**config.mk**
```make
export PLATFORM = sky130hd
export DESIGN_NAME = control_segmentacion_flat
export DESIGN_NICKNAME = d
export VERILOG_FILES = /design/src/rtl/control_segmentacion_if.sv /design/src/rtl/control_segmentacion.sv /design/src/flat_wrapper.sv
export SDC_FILE = /design/constraint.sdc
export NUM_CORES = 1
export LEC_CHECK = 0
export CAP_MARGIN = 20
export CORE_ASPECT_RATIO = 0.5
export CORE_MARGIN = 3
export CORE_UTILIZATION = 40
export CTS_BUF_LIST = sky130_fd_sc_hd__clkbuf_8
export CTS_CLUSTER_SIZE = 10
export DETAILED_ROUTE_END_ITERATION = 8
export PLACE_DENSITY_LB_ADDON = 0.3
export SETUP_SLACK_MARGIN = 0.05
export SLEW_MARGIN = 0
export SYNTH_ARGS = -nofsm -noshare
export SYNTH_HDL_FRONTEND = slang
export SYNTH_SLANG_ARGS = --single-unit
export TNS_END_PERCENT = 100
```
**constraint.sdc**
```tcl
create_clock -name clk -period 2 [get_ports clk]
set_input_delay 0.4 -clock clk [delete_from_list [all_inputs] [get_ports clk]]
set_output_delay 0.4 -clock clk [all_outputs]
set_load 0.03 [all_outputs]
```
**src/rtl/control_segmentacion_if.sv**
```systemverilog
// Bundle between the JOF32 datapath and its hazard controller: stage register/destination
// info and the data-memory handshake go in, pipeline enables/flushes and forwarding selects come out.
interface control_segmentacion_if #(
  parameter int ANCHO_CNT = 16
) ();

  logic [3:0]           id_rs1;
  logic [3:0]           id_rs2;
  logic                 id_usa_rs1;
  logic                 id_usa_rs2;
  logic [3:0]           ex_rs1;
  logic [3:0]           ex_rs2;
  logic [3:0]           ex_dir_wb;
  logic                 ex_reg_wr;
  logic                 ex_es_load;
  logic [3:0]           mem_dir_wb;
  logic                 mem_reg_wr;
  logic [3:0]           wb_dir_wb;
  logic                 wb_reg_wr;
  logic                 ex_salto_tomado;
  logic                 mem_req;
  logic                 mem_ack;

  logic                 pc_en;
  logic                 if_id_en;
  logic                 if_id_flush;
  logic                 id_ex_en;
  logic                 id_ex_flush;
  logic                 ex_mem_en;
  logic                 mem_wb_burbuja;
  logic [1:0]           fwd_a;
  logic [1:0]           fwd_b;
  logic                 mem_timeout;
  logic [ANCHO_CNT-1:0] cnt_stall;

  // Datapath side: reports stage contents, obeys the controls.
  modport master (
    output id_rs1, id_rs2, id_usa_rs1, id_usa_rs2, ex_rs1, ex_rs2, ex_dir_wb, ex_reg_wr,
           ex_es_load, mem_dir_wb, mem_reg_wr, wb_dir_wb, wb_reg_wr, ex_salto_tomado,
           mem_req, mem_ack,
    input  pc_en, if_id_en, if_id_flush, id_ex_en, id_ex_flush, ex_mem_en, mem_wb_burbuja,
           fwd_a, fwd_b, mem_timeout, cnt_stall
  );

  // Controller side.
  modport slave (
    input  id_rs1, id_rs2, id_usa_rs1, id_usa_rs2, ex_rs1, ex_rs2, ex_dir_wb, ex_reg_wr,
           ex_es_load, mem_dir_wb, mem_reg_wr, wb_dir_wb, wb_reg_wr, ex_salto_tomado,
           mem_req, mem_ack,
    output pc_en, if_id_en, if_id_flush, id_ex_en, id_ex_flush, ex_mem_en, mem_wb_burbuja,
           fwd_a, fwd_b, mem_timeout, cnt_stall
  );

endinterface

```
**src/rtl/control_segmentacion.sv**
```systemverilog
// Hazard and sequencing controller for the JOF32 5-stage pipeline: load-use stalls, branch
// flushes, ALU forwarding selects and a watchdog-guarded freeze while data memory is busy.
module control_segmentacion #(
  parameter int TIMEOUT   = 15,
  parameter int R0_FIJO   = 1,
  parameter int ANCHO_CNT = 16
) (
  input  logic                  clk,
  input  logic                  rst_n,
  control_segmentacion_if.slave pipe
);

  typedef enum logic {RUN, ESPERA_MEM} estado_e;

  localparam logic [7:0] TIMEOUT_W = 8'(TIMEOUT);

  estado_e              state_q, state_d;
  logic [7:0]           watchdog_q, watchdog_d;
  logic                 memTimeout_q, memTimeout_d;
  logic [ANCHO_CNT-1:0] cntStall_q, cntStall_d;
  logic                 loadUse;
  logic                 memWait;
  logic                 frozen;

  function automatic logic match(input logic [3:0] r, input logic [3:0] d, input logic w);
    return w && (r == d) && !((R0_FIJO != 0) && (d == 4'd0));
  endfunction

  always_comb begin
    loadUse = pipe.ex_es_load &&
              ((pipe.id_usa_rs1 && match(pipe.id_rs1, pipe.ex_dir_wb, pipe.ex_reg_wr)) ||
               (pipe.id_usa_rs2 && match(pipe.id_rs2, pipe.ex_dir_wb, pipe.ex_reg_wr)));
    memWait = pipe.mem_req && !pipe.mem_ack;
    // In the wait state only the ack matters; the request line may already have dropped.
    frozen  = (state_q == RUN) ? memWait : !pipe.mem_ack;
  end

  always_comb begin
    pipe.fwd_a = 2'b00;
    pipe.fwd_b = 2'b00;
    if (rst_n) begin
      if (match(pipe.ex_rs1, pipe.mem_dir_wb, pipe.mem_reg_wr))     pipe.fwd_a = 2'b01;
      else if (match(pipe.ex_rs1, pipe.wb_dir_wb, pipe.wb_reg_wr))  pipe.fwd_a = 2'b10;
      if (match(pipe.ex_rs2, pipe.mem_dir_wb, pipe.mem_reg_wr))     pipe.fwd_b = 2'b01;
      else if (match(pipe.ex_rs2, pipe.wb_dir_wb, pipe.wb_reg_wr))  pipe.fwd_b = 2'b10;
    end
  end

  always_ff @(posedge clk) begin
    if (!rst_n) begin
      state_q      <= RUN;
      watchdog_q   <= 8'd0;
      memTimeout_q <= 1'b0;
      cntStall_q   <= '0;
    end else begin
      state_q      <= state_d;
      watchdog_q   <= watchdog_d;
      memTimeout_q <= memTimeout_d;
      cntStall_q   <= cntStall_d;
    end
  end

  always_comb begin
    state_d      = state_q;
    watchdog_d   = watchdog_q;
    memTimeout_d = memTimeout_q;
    cntStall_d   = cntStall_q;
    case (state_q)
      RUN: begin
        if (memWait) begin
          state_d    = ESPERA_MEM;
          watchdog_d = 8'd1;
        end
      end
      ESPERA_MEM: begin
        if (pipe.mem_ack) begin
          state_d    = RUN;
          watchdog_d = 8'd0;
        end else if (watchdog_q == TIMEOUT_W) begin
          state_d      = RUN;
          watchdog_d   = 8'd0;
          memTimeout_d = 1'b1;
        end else begin
          watchdog_d = watchdog_q + 8'd1;
        end
      end
      default: state_d = RUN;
    endcase
    if (!pipe.pc_en && (cntStall_q != '1)) cntStall_d = cntStall_q + 1'b1;
  end

  // A frozen pipeline never flushes: a taken branch stays parked in EX until resume.
  always_comb begin
    pipe.pc_en          = 1'b1;
    pipe.if_id_en       = 1'b1;
    pipe.if_id_flush    = 1'b0;
    pipe.id_ex_en       = 1'b1;
    pipe.id_ex_flush    = 1'b0;
    pipe.ex_mem_en      = 1'b1;
    pipe.mem_wb_burbuja = 1'b0;
    if (rst_n) begin
      if (frozen) begin
        pipe.pc_en          = 1'b0;
        pipe.if_id_en       = 1'b0;
        pipe.id_ex_en       = 1'b0;
        pipe.ex_mem_en      = 1'b0;
        pipe.mem_wb_burbuja = 1'b1;
      end else if (pipe.ex_salto_tomado) begin
        pipe.if_id_flush = 1'b1;
        pipe.id_ex_flush = 1'b1;
      end else if (loadUse) begin
        pipe.pc_en       = 1'b0;
        pipe.if_id_en    = 1'b0;
        pipe.id_ex_flush = 1'b1;
      end
    end
  end

  assign pipe.mem_timeout = memTimeout_q;
  assign pipe.cnt_stall   = cntStall_q;

endmodule

```
**src/flat_wrapper.sv**
```systemverilog
// flat-port wrapper written by rule: the top's interface ports become plain ports
module control_segmentacion_flat 
#(
  parameter int TIMEOUT   = 15,
  parameter int R0_FIJO   = 1,
  parameter int ANCHO_CNT = 16
)
  (clk, rst_n, pipe_id_rs1, pipe_id_rs2, pipe_id_usa_rs1, pipe_id_usa_rs2, pipe_ex_rs1, pipe_ex_rs2, pipe_ex_dir_wb, pipe_ex_reg_wr, pipe_ex_es_load, pipe_mem_dir_wb, pipe_mem_reg_wr, pipe_wb_dir_wb, pipe_wb_reg_wr, pipe_ex_salto_tomado, pipe_mem_req, pipe_mem_ack, pipe_pc_en, pipe_if_id_en, pipe_if_id_flush, pipe_id_ex_en, pipe_id_ex_flush, pipe_ex_mem_en, pipe_mem_wb_burbuja, pipe_fwd_a, pipe_fwd_b, pipe_mem_timeout, pipe_cnt_stall);
  control_segmentacion_if #(.ANCHO_CNT(ANCHO_CNT)) pipe_i ();
  input  logic clk;
  input  logic rst_n;
  input wire logic [$bits(pipe_i.id_rs1)-1:0] pipe_id_rs1;
  input wire logic [$bits(pipe_i.id_rs2)-1:0] pipe_id_rs2;
  input wire logic [$bits(pipe_i.id_usa_rs1)-1:0] pipe_id_usa_rs1;
  input wire logic [$bits(pipe_i.id_usa_rs2)-1:0] pipe_id_usa_rs2;
  input wire logic [$bits(pipe_i.ex_rs1)-1:0] pipe_ex_rs1;
  input wire logic [$bits(pipe_i.ex_rs2)-1:0] pipe_ex_rs2;
  input wire logic [$bits(pipe_i.ex_dir_wb)-1:0] pipe_ex_dir_wb;
  input wire logic [$bits(pipe_i.ex_reg_wr)-1:0] pipe_ex_reg_wr;
  input wire logic [$bits(pipe_i.ex_es_load)-1:0] pipe_ex_es_load;
  input wire logic [$bits(pipe_i.mem_dir_wb)-1:0] pipe_mem_dir_wb;
  input wire logic [$bits(pipe_i.mem_reg_wr)-1:0] pipe_mem_reg_wr;
  input wire logic [$bits(pipe_i.wb_dir_wb)-1:0] pipe_wb_dir_wb;
  input wire logic [$bits(pipe_i.wb_reg_wr)-1:0] pipe_wb_reg_wr;
  input wire logic [$bits(pipe_i.ex_salto_tomado)-1:0] pipe_ex_salto_tomado;
  input wire logic [$bits(pipe_i.mem_req)-1:0] pipe_mem_req;
  input wire logic [$bits(pipe_i.mem_ack)-1:0] pipe_mem_ack;
  output wire logic [$bits(pipe_i.pc_en)-1:0] pipe_pc_en;
  output wire logic [$bits(pipe_i.if_id_en)-1:0] pipe_if_id_en;
  output wire logic [$bits(pipe_i.if_id_flush)-1:0] pipe_if_id_flush;
  output wire logic [$bits(pipe_i.id_ex_en)-1:0] pipe_id_ex_en;
  output wire logic [$bits(pipe_i.id_ex_flush)-1:0] pipe_id_ex_flush;
  output wire logic [$bits(pipe_i.ex_mem_en)-1:0] pipe_ex_mem_en;
  output wire logic [$bits(pipe_i.mem_wb_burbuja)-1:0] pipe_mem_wb_burbuja;
  output wire logic [$bits(pipe_i.fwd_a)-1:0] pipe_fwd_a;
  output wire logic [$bits(pipe_i.fwd_b)-1:0] pipe_fwd_b;
  output wire logic [$bits(pipe_i.mem_timeout)-1:0] pipe_mem_timeout;
  output wire logic [$bits(pipe_i.cnt_stall)-1:0] pipe_cnt_stall;
  assign pipe_i.id_rs1 = pipe_id_rs1;
  assign pipe_i.id_rs2 = pipe_id_rs2;
  assign pipe_i.id_usa_rs1 = pipe_id_usa_rs1;
  assign pipe_i.id_usa_rs2 = pipe_id_usa_rs2;
  assign pipe_i.ex_rs1 = pipe_ex_rs1;
  assign pipe_i.ex_rs2 = pipe_ex_rs2;
  assign pipe_i.ex_dir_wb = pipe_ex_dir_wb;
  assign pipe_i.ex_reg_wr = pipe_ex_reg_wr;
  assign pipe_i.ex_es_load = pipe_ex_es_load;
  assign pipe_i.mem_dir_wb = pipe_mem_dir_wb;
  assign pipe_i.mem_reg_wr = pipe_mem_reg_wr;
  assign pipe_i.wb_dir_wb = pipe_wb_dir_wb;
  assign pipe_i.wb_reg_wr = pipe_wb_reg_wr;
  assign pipe_i.ex_salto_tomado = pipe_ex_salto_tomado;
  assign pipe_i.mem_req = pipe_mem_req;
  assign pipe_i.mem_ack = pipe_mem_ack;
  assign pipe_pc_en = pipe_i.pc_en;
  assign pipe_if_id_en = pipe_i.if_id_en;
  assign pipe_if_id_flush = pipe_i.if_id_flush;
  assign pipe_id_ex_en = pipe_i.id_ex_en;
  assign pipe_id_ex_flush = pipe_i.id_ex_flush;
  assign pipe_ex_mem_en = pipe_i.ex_mem_en;
  assign pipe_mem_wb_burbuja = pipe_i.mem_wb_burbuja;
  assign pipe_fwd_a = pipe_i.fwd_a;
  assign pipe_fwd_b = pipe_i.fwd_b;
  assign pipe_mem_timeout = pipe_i.mem_timeout;
  assign pipe_cnt_stall = pipe_i.cnt_stall;
  control_segmentacion #(.TIMEOUT(TIMEOUT), .R0_FIJO(R0_FIJO), .ANCHO_CNT(ANCHO_CNT)) u_core (.clk(clk), .rst_n(rst_n), .pipe(pipe_i));
endmodule
```
==> impl_metrics.py, run 1 <==
metrics = {
    "sta": {
        "slew_violations": 0,
        "skew_ps": 5.55,
        "hold_viol_final": 0,
        "setup_viol": 9,
        "fin_ws_ps": -189,
        "setup-tns-final_ps": -669,
        "slew_headroom": 0.699,
        "min_period_ps": 2190,
        "min_period_over_period": 1.09,
        "rsz0062_at_grt": "yes",
        "fmax_mhz": 457,
        "tightestPinTransition_ps": 449,
    },
    "floorplan": {
        "rows": 15,
        "ios": 67,
        "die_w_um": 97.5,
        "initial_core_util": 0.450,
        "die_y_um": 51.7,
        "fp.dieArea_um2": 5040,
        "core_um2": 3720,
    },
    "finish": {
        "syn2layout_area_growth_pct": 81.8,
        "area.sequential_um2": 537,
        "design_area_um2": 3040,
        "n_fill_cell": 197,
        "finalNonFillerCells": 365,
        "nets": 356,
        "multiInputGateArea_um2": 1420,
        "drive_above_1_share": 0.417,
        "diodes": 0,
    },
    "power": {
        "p_sw_w": 0.000348,
        "cellPowerDensity_nw_per_um2": 402,
        "switching_share": 0.285,
        "power_leakage_nw": 1.24,
        "seq_power_share": 0.428,
        "total_power_w": 0.00122,
        "internal-power_w": 0.000875,
        "peakVddDrop_mv": 0.291,
        "combPwrFrac": 0.289,
        "clockPowerShare": 0.283,
    },
    "global_route": {
        "grt_pass1_wl_mm": 10.1,
        "grt_usage": 0.253,
        "grtUsageMet2": 0.477,
        "antenna_found_initial": 0,
        "overflow": 0,
        "met3_usage": 0.0589,
        "grt_pass1_vias": 2139,
        "grt_max_degree": 21,
        "grtUsageMet1": 0.271,
        "grt-busiest-layer": "met2",
    },
    "worst_setup_path": {
        "cp_slowest_cell": "or4_4",
        "path_class": "in2out",
        "rrSetupSlack_ps": -40,
        "slowest_delay_ps": 530,
        "endpoint_kind": "primary output",
        "start_kind": "primary input",
        "cp.arrival_ps": 1790,
        "worstRegToRegCells": 7,
        "r2r_end": "u_core.pipe.cnt_stall[9]",
        "crit_chain": "buf_8, or4_4, nand3_2, nand4b_1, buf_4, a21oi_4, o21ai_4, buf_6",
        "r2r_start": "u_core.pipe.cnt_stall[7]",
        "cp.required_ps": 1600,
        "cp_max_fo": 3,
    },
    "synthesis": {
        "ys_types": 46,
        "synth_cells": 207,
        "ys_ff_latch": 26,
        "syn_nets": 248,
        "synth-main-ff-cell": "dfxtp_1",
        "syn_avg_cell_area_um2": 8.08,
        "syn-cell-area_um2": 1670,
        "ys_seq_area_frac": 0.311,
        "ys_warn_count": 0,
        "synthArstFlopShare": 0,
        "synth_edf_count": 0,
    },
    "place": {
        "dp_hpwl_mm": 4.16,
        "place_congestion": 0.871,
        "port_buffers": 66,
        "place_area_um2": 2620,
        "pre_cts_ws_ps": -634,
        "dpl.cell_count": 347,
    },
    "job": {
        "cap_violations": 0,
    },
    "worst_hold_path": {
        "hold_end": "u_core.pipe.cnt_stall[3]",
        "hold_start": "u_core.pipe.cnt_stall[3]",
        "holdCritPathClass": "reg2reg",
        "hold_path_depth": 1,
    },
    "clocking": {
        "cts_buffer_depth": 2,
        "holdBufCountCts": 0,
        "numCtsBuffers": 3,
        "clk_pin_slew_ps": 90,
        "clockRootBuffer": "clkbuf_8",
        "cts.sinks": 26,
        "cts_tree": "yes",
        "insertion_delay_ps": 270,
        "cts_max_level": 1,
    },
    "route": {
        "drt_iter0_drc": 128,
        "drt_wl_total_mm": 7.25,
        "via_count": 2221,
        "first_pass_iters": 5,
        "avgRoutedWirePerCell_um": 19.9,
        "viasPerCell": 6.08,
        "antenna_left": 0,
        "drcViolationCount": 0,
    },
    "run_status": {
        "outcome": "finished, violations left",
        "violations": "negative setup slack",
    },
}
## cells in the final DEF (no fill, tap or decap), types with 5 or more instances in the layout
| cell | Yosys | final |
|---|---|---|
| clkdlybuf4s50_1 | 0 | 19 |
| nor2_1 | 16 | 13 |
| nand4_1 | 7 | 7 |
| buf_6 | 0 | 11 |
| or4_4 | 0 | 5 |
| dlymetal6s2s_1 | 0 | 5 |
| clkbuf_2 | 0 | 5 |
| a21oi_1 | 17 | 10 |
| xnor2_1 | 21 | 14 |
| a21oi_2 | 0 | 5 |
| dfxtp_1 | 26 | 19 |
| buf_2 | 2 | 7 |
| xnor2_2 | 0 | 5 |
| o21ai_0 | 10 | 9 |
| nand2_1 | 19 | 18 |
| dlygate4sd2_1 | 0 | 15 |
| buf_4 | 3 | 45 |
| nand3_1 | 9 | 6 |
## area by class of cell
class                      instances  share of cell area
clock buffer                       4              0.0181
inverter                           4             0.00494
multi-input combinational        170               0.467
sequential                        26               0.176
tap                               51              0.0210
timing repair buffer             110               0.313
## how the worst max path moves through the flow
stage / from / end / cells past startpoint
floorplan: pipe_ex_dir_wb[0] / pipe_pc_en / 6
global placement: pipe_ex_dir_wb[0] / pipe_pc_en / 7
detailed placement: pipe_ex_dir_wb[2] / u_core.pipe.cnt_stall[11] / 7
CTS: pipe_ex_dir_wb[0] / pipe_id_ex_flush / 7
global route: pipe_ex_dir_wb[0] / pipe_if_id_en / 8
finish: pipe_ex_dir_wb[0] / pipe_if_id_en / 8
## layer usage
metal  part of all wire  vias up
li1                   -      986
met1               0.38     1039
met2               0.49      159
met3              0.073       37
met4              0.053        0
met5                  0        -
## state kept, by name, summed over array words and instances, names as in the netlist
register / flops
u_core.pipe.cnt_stall: 16
u_core.watchdog_q: 8
u_core.pipe.mem_timeout: 1
u_core.state_q: 1
## timing repair
action / 4_1_cts / 5_1_grt
endpoints found under the setup margin: 27 / 22
buffers inserted: 9 / 6
gates cloned: 1 / 0
pin swaps: 32 / 17
gates resized for setup: 103 / 40
## cell families (layout without fill, tap and decap cells)
logic type / count (synthesis) / after routing / share of synthesized area
and+or+nand+nor: 86 / 86 / 0.272
muxes: 5 / 5 / 0.0307
adders and majority gates: 2 / 2 / 0.0150
AOI/OAI and AO/OA: 52 / 53 / 0.210
buffers and inverters: 12 / 118 / 0.0351
xor gates and xnor gates: 24 / 24 / 0.126
DFF: 26 / 26 / 0.311
## synthesized netlist by cell type, types with 2 or more instances
| cell type | count | area, um2 |
|---|---|---|
| o21a_1 | 2 | 15.0 |
| nor3b_1 | 2 | 15.0 |
| a31o_2 | 2 | 17.5 |
| a21oi_1 | 17 | 85.1 |
| nand3_1 | 9 | 45.0 |
| o31ai_1 | 4 | 30.0 |
| nand2_1 | 19 | 71.3 |
| nor4_1 | 2 | 12.5 |
| clkbuf_1 | 3 | 11.3 |
| inv_1 | 4 | 15.0 |
| and3_1 | 3 | 18.8 |
| xnor2_1 | 21 | 184 |
| xor2_1 | 3 | 26.3 |
| nor2b_1 | 2 | 12.5 |
| and4_1 | 2 | 17.5 |
| nand4_1 | 7 | 43.8 |
| or3_1 | 3 | 18.8 |
| nor2_1 | 16 | 60.1 |
| mux2i_1 | 4 | 40.0 |
| a41oi_1 | 2 | 17.5 |
| o21ai_0 | 10 | 50.1 |
| ha_1 | 2 | 25.0 |
| or4_1 | 7 | 52.6 |
| a311oi_1 | 4 | 35.0 |
| buf_4 | 3 | 22.5 |
| dfxtp_1 | 26 | 521 |
| buf_2 | 2 | 10.0 |
| nor3_1 | 8 | 40.0 |
## worst max-delay path: cells and delay by family
kind                   cells  cell delay, ps
buffers and inverters      3             390
AND/OR/NAND/NOR            3             790
AO/OA/AOI/OAI              2             210
## power groups by stage
stage                     combinational [W]  clock (W)  sequential (W)
after global placement             0.000276          0        0.000536
after floorplan                    0.000123          0        0.000538
after detailed placement           0.000288          0        0.000537
after CTS                          0.000313   0.000347        0.000525
after global routing               0.000370   0.000369        0.000525
final                              0.000354   0.000346        0.000524
## through the flow
step	util	hold slack, ps
final	0.819	490
after global routing	0.819	499
after CTS	0.769	476
after detailed placement	0.704	464
after global placement	0.704	450
after floorplan	-	442
Note: power is estimated with default switching activity, not from simulation.
==> run 2, diff against run 1 <==
TNS_END_PERCENT = 5   (was 100)
==> impl_metrics.py, run 2 (synthesis results as in run 1) <==
metrics = {
    "finish": {
        "design_area_um2": 2750,
        "nets": 351,
        "finalNonFillerCells": 360,
        "drive_above_1_share": 0.278,
        "mostFrequentLayoutCells": "47 x buf_4, 32 x clkdlybuf4s50_1, 24 x dfxtp_1, 21 x xnor2_1, 18 x nand2_1",
        "final_common_cell": "buf_4",
        "syn2layout_area_growth_pct": 64.6,
        "diodes": 0,
        "largest_register_ffs": 16,
    },
    "place": {
        "port_buffers": 66,
        "dp_hpwl_mm": 4.24,
        "place_area_um2": 2630,
        "place_congestion": 0.831,
        "dpl.cell_count": 353,
    },
    "route": {
        "via_count": 1981,
        "avgRoutedWirePerCell_um": 14.6,
        "first_pass_iters": 4,
        "drt_iter0_drc": 90,
        "drt_wl_total_mm": 5.26,
        "viasPerCell": 5.50,
        "antenna_left": 0,
        "drcViolationCount": 0,
    },
    "global_route": {
        "antenna_found_initial": 0,
        "grt_usage": 0.215,
        "grt_pass1_wl_mm": 8.72,
        "grt_max_degree": 21,
        "overflow": 0,
        "grt_pass1_vias": 1970,
    },
    "worst_setup_path": {
        "path_class": "in2out",
        "crit_buf_inv": 2,
        "slowest_delay_ps": 530,
        "cp_slowest_cell": "or4_4",
        "endpoint_kind": "primary output",
        "cp_max_fo": 3,
        "crit_start": "pipe_ex_dir_wb[3]",
        "cp.required_ps": 1600,
        "crit_chain": "buf_8, or4_4, nand3_2, nand4b_1, a21oi_2, o21ai_4, buf_6",
        "cp.arrival_ps": 1710,
        "start_kind": "primary input",
        "r2r_start": "u_core.pipe.cnt_stall[0]",
        "path_delay_family": "simple AND/OR/NAND/NOR gates",
    },
    "sta": {
        "timing.hold.ws_ps": 489,
        "setup_viol": 10,
        "rsz0062_at_grt": "yes",
        "setup-tns-final_ps": -490,
        "tightestPinTransition_ps": 431,
        "fmax_mhz": 473,
        "min_period_over_period": 1.06,
        "slew_headroom": 0.711,
        "hold_viol_final": 0,
        "slew_violations": 0,
        "skew_ps": 6.60,
        "fin_ws_ps": -113,
        "min_period_ps": 2110,
    },
    "floorplan": {
        "die_y_um": 51.7,
        "core_um2": 3720,
        "fp.dieArea_um2": 5040,
        "die_w_um": 97.5,
        "rows": 15,
        "ios": 67,
        "initial_core_util": 0.450,
    },
    "clocking": {
        "cts_max_level": 1,
        "insertion_delay_ps": 270,
        "cts_buffer_depth": 2,
        "clockRootBuffer": "clkbuf_8",
        "holdBufCountCts": 0,
        "cts_tree": "yes",
        "numCtsBuffers": 3,
        "cts.sinks": 26,
        "clk_pin_slew_ps": 90,
    },
    "power": {
        "switching_share": 0.262,
        "combPwrFrac": 0.247,
        "clockPowerShare": 0.297,
        "seq_power_share": 0.455,
        "power_leakage_nw": 1.09,
        "peakVddDrop_mv": 0.235,
        "internal-power_w": 0.000852,
        "p_sw_w": 0.000302,
        "cellPowerDensity_nw_per_um2": 419,
    },
    "worst_hold_path": {
        "hold_start": "u_core.watchdog_q[7]",
        "holdCritPathClass": "reg2reg",
    },
    "run_status": {
        "violations": "negative setup slack",
        "outcome": "finished, violations left",
    },
    "job": {
        "cap_violations": 0,
    },
}
## run 2: cell count changes in the layout (fill, tap and decap cells not counted), moves of 5 or more
cell	change
clkdlybuf4s50_1	+13
buf_6	-7
xnor2_1	+7
a21oi_1	+6
clkbuf_2	-5
dfxtp_1	+5
xnor2_2	-5
## run 2: power groups by stage
| stage | clock (W) | combinational [W] | sequential [W] |
|---|---|---|---|
| floorplan | 0 | 0.000120 | 0.000540 |
| global placement | 0 | 0.000275 | 0.000537 |
| detailed placement | 0 | 0.000284 | 0.000538 |
| CTS | 0.000353 | 0.000284 | 0.000525 |
| global route | 0.000379 | 0.000306 | 0.000527 |
| finish | 0.000343 | 0.000285 | 0.000525 |
## run 2: layout make-up
class | count | area [um2]
inverters | 4 | 15.0
clock buffers | 4 | 55.1
fillers | 271 | 962
multi-input cells | 169 | 1170
flip-flops and latches | 26 | 523
repair buffers | 106 | 927
well taps | 51 | 63.8
## run 2: worst reg2reg max path: cells and delay by family, from the launching register on
| kind | cells | cell delay (ps) |
|---|---|---|
| AO/OA/AOI/OAI | 3 | 730 |
| AND/OR/NAND/NOR | 3 | 510 |
| flip-flops | 1 | 340 |
| adder cells (fa/ha/maj) | 1 | 180 |
| buffers and inverters | 1 | 160 |
## run 2: per-stage QoR
| stage | setup WS (ps) | utilization | total power, W |
|---|---|---|---|
| 3_3_place_gp | -521 | 0.707 | 0.000813 |
| 6_report | -113 | 0.741 | 0.00115 |
| 3_5_place_dp | -619 | 0.707 | 0.000822 |
| 5_1_grt | -166 | 0.741 | 0.00121 |
| 2_1_floorplan | -192 | - | 0.000660 |
| 4_1_cts | -112 | 0.735 | 0.00116 |
## run 2: worst paths after layout
path	endpoint	depth (start not counted)	slack, ps
setup / recovery	pipe_pc_en	7	-110
hold / removal	u_core.watchdog_q[7]	1	490
setup reg to reg	u_core.pipe.cnt_stall[5]	8	-30
hold reg to reg	u_core.watchdog_q[7]	1	490
## run 2: what timing repair did
action,in CTS,in global routing
resized for setup,61,7
setup buffers,3,0
pin swaps,27,4
setup endpoints to repair,27,26
## run 2: routing by layer
layer	share of wire	GRT usage	vias up
met5	0	0	-
met4	0.020	0.0828	0
met3	0.063	0.0469	12
met2	0.52	0.427	76
met1	0.40	0.226	919
li1	-	-	974
==> run 3, diff against run 2 <==
GPL_TIMING_DRIVEN = 1   (was unset)
SLEW_MARGIN = unset   (was 0)
==> results of run 3 <==
The final DEF is identical to that of run 2; final timing and power are the same.
